File: config.mk
export PLATFORM = sky130hd
export DESIGN_NAME = rand_range_sampler
export DESIGN_NICKNAME = d
export VERILOG_FILES = /design/src/rtl/rand_range_sampler.sv
export SDC_FILE = /design/constraint.sdc
export NUM_CORES = 1
export LEC_CHECK = 0
export CAP_MARGIN = 20
export CORE_MARGIN = 2
export CORE_UTILIZATION = 38
export DETAILED_ROUTE_END_ITERATION = 12
export DONT_BUFFER_PORTS = 1
export GPL_TIMING_DRIVEN = 0
export SYNTH_ARGS = -nofsm -noshare
export SYNTH_HDL_FRONTEND = slang
export SYNTH_SLANG_ARGS = --single-unit
File: constraint.sdc
create_clock -name clk_in -period 3.37 [get_ports clk_in]
set_clock_uncertainty 0.05 [all_clocks]
set_input_delay 0.674 -clock clk_in [delete_from_list [all_inputs] [get_ports clk_in]]
set_output_delay 0.674 -clock clk_in [all_outputs]
set_load 0.02 [all_outputs]
File: src/rtl/rand_range_sampler.sv
// -----------------------------------------------------------------------------
// rand_range_sampler
//
// Turns the raw 16-bit LFSR stream into a uniformly distributed value in
// [0, limit) by masked rejection sampling. A request latches the limit.
// The next cycle builds the smallest all-ones mask that covers limit-1.
// After that, each cycle tests one masked LFSR word against the limit.
// If MAX_TRIES words in a row are rejected, the last candidate is folded
// back into range (c - lim). This keeps the worst-case latency fixed.
//
// Optional build feature (macro RAND_RANGE_STATS_EN):
//   Adds rej_count_out / fb_count_out. These are saturating 16-bit counts
//   of rejected samples and of fallback results since reset.
// -----------------------------------------------------------------------------
module rand_range_sampler #(
    parameter int WIDTH     = 16,
    parameter int MAX_TRIES = 8
) (
    input  logic             clk_in,
    input  logic             rst_in,
    input  logic [WIDTH-1:0] lfsr_in,
    input  logic [WIDTH-1:0] limit_in,
    input  logic             req_in,
    output logic [WIDTH-1:0] value_out,
    output logic             valid_out,
    output logic             busy_out,
    output logic             fallback_out,
`ifdef RAND_RANGE_STATS_EN
    output logic [15:0]      rej_count_out,
    output logic [15:0]      fb_count_out,
`endif
    output logic             err_out
);

    // Try counter must be able to hold MAX_TRIES-1 (largest value kept).
    localparam int TRY_W = $clog2(MAX_TRIES + 1);

    typedef enum logic [1:0] {
        ST_IDLE   = 2'b00,
        ST_MASK   = 2'b01,
        ST_SAMPLE = 2'b10
    } state_t;

    // Smear every set bit to the right. The result is the smallest
    // 2^k-1 value that is >= v.
    function automatic logic [WIDTH-1:0] smear_right(input logic [WIDTH-1:0] v);
        logic [WIDTH-1:0] m;
        m = v;
        for (int s = 1; s < WIDTH; s = s * 2) begin
            m = m | (m >> s);
        end
        return m;
    endfunction

    state_t           state_r,    state_next_s;
    logic [WIDTH-1:0] lim_r,      lim_next_s;
    logic [WIDTH-1:0] mask_r,     mask_next_s;
    logic [TRY_W-1:0] tries_r,    tries_next_s;
    logic [WIDTH-1:0] value_r,    value_next_s;
    logic             valid_r,    valid_next_s;
    logic             busy_r,     busy_next_s;
    logic             fallback_r, fallback_next_s;
    logic             err_r,      err_next_s;

    // Candidate for this cycle and its accept / last-chance decisions.
    logic [WIDTH-1:0] cand_s;
    logic             accept_s;
    logic             last_try_s;

    assign cand_s     = lfsr_in & mask_r;
    assign accept_s   = (cand_s < lim_r);
    assign last_try_s = ((int'(tries_r) + 1) >= MAX_TRIES);

    // Next-state and next-output logic. Every register holds its value
    // unless a case overrides it.
    always_comb begin
        state_next_s    = state_r;
        lim_next_s      = lim_r;
        mask_next_s     = mask_r;
        tries_next_s    = tries_r;
        value_next_s    = value_r;
        valid_next_s    = 1'b0;
        fallback_next_s = fallback_r;
        err_next_s      = err_r;

        case (state_r)
            ST_IDLE: begin
                if (req_in) begin
                    lim_next_s   = limit_in;
                    tries_next_s = {TRY_W{1'b0}};
                    if (limit_in == {WIDTH{1'b0}}) begin
                        // An empty range has no valid result.
                        // Report it at once and stay idle.
                        value_next_s    = {WIDTH{1'b0}};
                        err_next_s      = 1'b1;
                        fallback_next_s = 1'b0;
                        valid_next_s    = 1'b1;
                        state_next_s    = ST_IDLE;
                    end else begin
                        state_next_s = ST_MASK;
                    end
                end else begin
                    state_next_s = ST_IDLE;
                end
            end

            ST_MASK: begin
                // lim >= 1 here, so lim-1 cannot underflow.
                mask_next_s  = smear_right(lim_r - WIDTH'(1));
                state_next_s = ST_SAMPLE;
            end

            ST_SAMPLE: begin
                if (accept_s) begin
                    value_next_s    = cand_s;
                    fallback_next_s = 1'b0;
                    err_next_s      = 1'b0;
                    valid_next_s    = 1'b1;
                    state_next_s    = ST_IDLE;
                end else if (last_try_s) begin
                    // mask < 2*lim, so cand - lim is always below lim.
                    value_next_s    = cand_s - lim_r;
                    fallback_next_s = 1'b1;
                    err_next_s      = 1'b0;
                    valid_next_s    = 1'b1;
                    state_next_s    = ST_IDLE;
                end else begin
                    tries_next_s = tries_r + TRY_W'(1);
                    state_next_s = ST_SAMPLE;
                end
            end

            default: begin
                // Recover from an illegal encoding without producing a result.
                state_next_s = ST_IDLE;
            end
        endcase

        busy_next_s = (state_next_s == ST_MASK) || (state_next_s == ST_SAMPLE);
    end

    // State and registered outputs. Reset aborts any request in flight.
    always_ff @(posedge clk_in or negedge rst_in) begin
        if (!rst_in) begin
            state_r    <= ST_IDLE;
            lim_r      <= {WIDTH{1'b0}};
            mask_r     <= {WIDTH{1'b0}};
            tries_r    <= {TRY_W{1'b0}};
            value_r    <= {WIDTH{1'b0}};
            valid_r    <= 1'b0;
            busy_r     <= 1'b0;
            fallback_r <= 1'b0;
            err_r      <= 1'b0;
        end else begin
            state_r    <= state_next_s;
            lim_r      <= lim_next_s;
            mask_r     <= mask_next_s;
            tries_r    <= tries_next_s;
            value_r    <= value_next_s;
            valid_r    <= valid_next_s;
            busy_r     <= busy_next_s;
            fallback_r <= fallback_next_s;
            err_r      <= err_next_s;
        end
    end

    assign value_out    = value_r;
    assign valid_out    = valid_r;
    assign busy_out     = busy_r;
    assign fallback_out = fallback_r;
    assign err_out      = err_r;

`ifdef RAND_RANGE_STATS_EN
    logic [15:0] rej_cnt_r;
    logic [15:0] fb_cnt_r;
    logic        rej_evt_s;
    logic        fb_evt_s;

    // Every rejected candidate counts, including the one that triggers the fallback.
    assign rej_evt_s = (state_r == ST_SAMPLE) && !accept_s;
    assign fb_evt_s  = rej_evt_s && last_try_s;

    // Saturating event counters; they stick at all-ones instead of wrapping.
    always_ff @(posedge clk_in or negedge rst_in) begin
        if (!rst_in) begin
            rej_cnt_r <= 16'h0000;
            fb_cnt_r  <= 16'h0000;
        end else begin
            if (rej_evt_s && (rej_cnt_r != 16'hFFFF)) begin
                rej_cnt_r <= rej_cnt_r + 16'h0001;
            end else begin
                rej_cnt_r <= rej_cnt_r;
            end
            if (fb_evt_s && (fb_cnt_r != 16'hFFFF)) begin
                fb_cnt_r <= fb_cnt_r + 16'h0001;
            end else begin
                fb_cnt_r <= fb_cnt_r;
            end
        end
    end

    assign rej_count_out = rej_cnt_r;
    assign fb_count_out  = fb_cnt_r;
`endif

endmodule

==> results.md <==
• **status** complete, no violations
• **max-cap violation count** 0
• **cell area after placement** 4020 um^2
• **fraction of post-synthesis cell area in the top cell type by area** 0.377
• **startpoint type of the worst setup path** register
• **estimated wirelength of the detail-placed design** 7470 um
• **clock sinks** 58
• **starting density of the core** 0.392
• **die area** 10,900 um^2
• **maximum number of buffers from clock root to sink** 2
• **final weighted congestion in routability-driven placement** 0.909
• **via count** 3,260
• **filler instances** 1,013
• **top library cells by usage in the layout, fill and taps aside** sky130_fd_sc_hd__dfrtp_1 (58), sky130_fd_sc_hd__nand2_1 (52), sky130_fd_sc_hd__o21ai_0 (43), sky130_fd_sc_hd__nor2_1 (39), sky130_fd_sc_hd__inv_1 (25)
• **netlist area before placement** 3850 um^2
• **kind of end point of the critical path** register
• **remaining routing DRC violations** 0
• **delay-heaviest family, CP** simple AND/OR/NAND/NOR gates
• **crit path time final** 3.18 ns
• **cell types occupying the most area after synthesis** sky130_fd_sc_hd__dfrtp_1 (38%), sky130_fd_sc_hd__ha_1 (6.5%), sky130_fd_sc_hd__o21ai_0 (5.7%)
• **count of buffers added by post-CTS timing repair for setup** 0
• **Sum Neg Setup Slack** 0 ns
• **path class of the lowest-slack min-delay path** in -> async
• **count of endpoints failing hold in the final timing report** 0
• **root buffer cell** sky130_fd_sc_hd__clkbuf_8
• **synthesized instance count** 444
• **antenna violations before repair** 0
• **critical path, cell by cell** ha_1 > inv_1 > fa_1 > a211oi_2 > o21ai_1 > nand4_1 > o2111ai_1 > buf_2 > nand3_1 > nand2_1 > or2_2
• **footprint of the multi-input gates** 2240 um^2
• **height of the die** 105 um
• **fraction of the core area covered by cells at the end of the flow** 0.436
• **Setup Slack @ Placement** -0.100 ns
• **Final ANT Viol Nets** 0
• **CTS tree** yes
• **transition time at the pin with the least slew margin** 0.764 ns
• **distinct cell type count of the synthesized netlist** 66
• **Clock transition at path regs** 0.08 ns
• **Peak Freq** 315 MHz
• **final period utilization** 0.943
• **top cell type by total area after synthesis** sky130_fd_sc_hd__dfrtp_1
• **initial DRC count** 191
• **count of flip-flops with a built-in enable after synthesis** 0
• **Yosys warnings** 0
• **fin. max-slew vios** 0
• **# nets final** 512
• **Wirelength per Cell** 16.5 um
• **drt pass-1 iters** 5
• **maximum ir drop on the vdd rail** 0.301 mV
• **clock latency of the later-clocked register in the worst-skew pair** 0.36 ns
• **Clock H-tree levels** 3
• **remaining max-slew budget at the tightest pin** 0.484
• **GRT overflow** 0
• **number of antenna repair diodes** 0
• **number of vias per cell after detailed routing** 5.49
• **Data required, critical path** 3.55 ns
• **fraction of final layout cells sized beyond drive strength 1** 0.0954
• **wirelength, routed** 9820 um
• **number of buffers inserted during clock tree synthesis** 9
• **count of buffering cells on the critical path with inverters included** 2
• **Leakage** 1.78 nW
• **Ports** 55
• **total routing usage reported by global routing** 0.185
• **post-synthesis sequential area ratio** 0.377
• **via count of the first global-routing pass** 3,130
• **Core Area** 9820 um^2
• **total number of placement rows** 36
• **synthesized netlist net count** 500
• **CP arrival** 3.36 ns
• **predominant post-synthesis flop cell** sky130_fd_sc_hd__dfrtp_1
• **delay of the slowest cell on the worst path** 0.50 ns
• **flop and latch count out of synthesis** 58
• **Chip Width** 105 um
• **fin area** 4280 um^2
• **register area** 1450 um^2
• **wire length of the first global-routing pass** 16,000 um
• **Worst Setup Slack, final** 0.192 ns
• **area growth from synthesis to layout** 11.3%
• **final setup fails** 0
• **asr flop ratio synth** 1.00
• **commonest non-fill, non-tap cell in the layout** sky130_fd_sc_hd__dfrtp_1
• **WS Path Type** reg -> reg
• **Worst path slowest cell** sky130_fd_sc_hd__dfrtp_1
• **IO buf count** 0
• **post-synthesis area per instance** 8.67 um^2
• **pin count of the biggest net entering global routing** 59
• **largest driver fanout on the critical path** 10
• **power density relative to cell area** 1040 nW/um^2
• **final hold slack** 0.130 ns
-- cell type report --
cell class                      instances  area share
Multi-Input combinational cell        342       0.523
Sequential cell                        58       0.339
Tap cell                              133      0.0389
Clock buffer                            9      0.0289
Clock inverter                          7      0.0240
Inverter                               26      0.0228
Buffer                                 18      0.0172
Timing Repair Buffer                    1     0.00643
-- through the flow --
stage	cells	power, mW
final	594	4.47
after detailed placement	577	3.64
after floorplan	444	3.13
after global routing	594	4.85
after CTS	594	4.43
after global placement	577	3.60
-- kinds of logic after synthesis --
family	Yosys count	share of synthesized area
buf+inv	44	0.0442
simple gates	174	0.237
xor+xnor	15	0.0341
mux	4	0.0114
flops	58	0.377
compound gates	128	0.226
fa+ha+maj	21	0.0702
-- routing by layer --
| layer | track usage | vias to the layer above | share of wire |
|---|---|---|---|
| li1 | - | 1643 | - |
| met1 | 0.253 | 1497 | 0.48 |
| met2 | 0.287 | 106 | 0.45 |
| met3 | 0.0374 | 14 | 0.053 |
| met4 | 0.0714 | 0 | 0.018 |
| met5 | 0 | - | 0 |
-- synth_stat cells (4+ instances only) --
cell type                  instances
sky130_fd_sc_hd__xnor2_1          12
sky130_fd_sc_hd__o21ai_0          44
sky130_fd_sc_hd__nor2b_1           5
sky130_fd_sc_hd__and3_1            4
sky130_fd_sc_hd__buf_2             4
sky130_fd_sc_hd__a22oi_1           5
sky130_fd_sc_hd__ha_1             20
sky130_fd_sc_hd__and2_1           16
sky130_fd_sc_hd__a21o_1            4
sky130_fd_sc_hd__inv_1            25
sky130_fd_sc_hd__a31oi_1           8
sky130_fd_sc_hd__clkbuf_1         14
sky130_fd_sc_hd__nand2b_1          4
sky130_fd_sc_hd__nand4_1           7
sky130_fd_sc_hd__a22o_1           11
sky130_fd_sc_hd__a21oi_1          17
sky130_fd_sc_hd__nand2_1          52
sky130_fd_sc_hd__a211oi_1          4
sky130_fd_sc_hd__dfrtp_1          58
sky130_fd_sc_hd__nor2_1           39
sky130_fd_sc_hd__nor4_1            6
sky130_fd_sc_hd__and4_1            4
sky130_fd_sc_hd__nor3_1            8
sky130_fd_sc_hd__nand3_1          10
-- flip-flops by register name, summed over array words and instances, names as in the netlist, 2 cells and up --
| signal | cells |
|---|---|
| mask_r | 16 |
| lim_r | 16 |
| state_r | 2 |
| tries_r | 4 |
| value_out | 16 |
-- report_power, final --
| part | switching [mW] | total, mW | internal (mW) |
|---|---|---|---|
| combinational | 1.43 | 2.40 | 0.961 |
| clock | 0.319 | 0.741 | 0.422 |
| sequential | 0.372 | 1.33 | 0.958 |
| total | 2.13 | 4.47 | 2.34 |
-- path summary, 6_finish.rpt --
| check | start | end | slack, ns | depth (start not counted) |
|---|---|---|---|---|
| worst max-delay path | lim_r[0]$_DFFE_PN0P_ | busy_out$_DFF_PN0_ | 0.19 | 11 |
| worst min-delay path | rst_in | fallback_out$_DFFE_PN0P_ | 0.13 | 1 |
| worst max register to register | lim_r[0]$_DFFE_PN0P_ | busy_out$_DFF_PN0_ | 0.19 | 11 |
| worst min register to register | mask_r[15]$_DFFE_PN0P_ | mask_r[15]$_DFFE_PN0P_ | 0.43 | 2 |
| max in group asynchronous | rst_in | lim_r[14]$_DFFE_PN0P_ | 2.90 | 1 |
| min in group clk_in | limit_in[10] | lim_r[10]$_DFFE_PN0P_ | 0.38 | 2 |
-- timing repair --
| item | in CTS | in global routing |
|---|---|---|
| gates resized for setup | 0 | 5 |
| setup endpoints to repair | 0 | 18 |
| hold endpoints to repair | 58 | 0 |
| hold buffers | 1 | 0 |
Power figures use the tool's default switching activity.
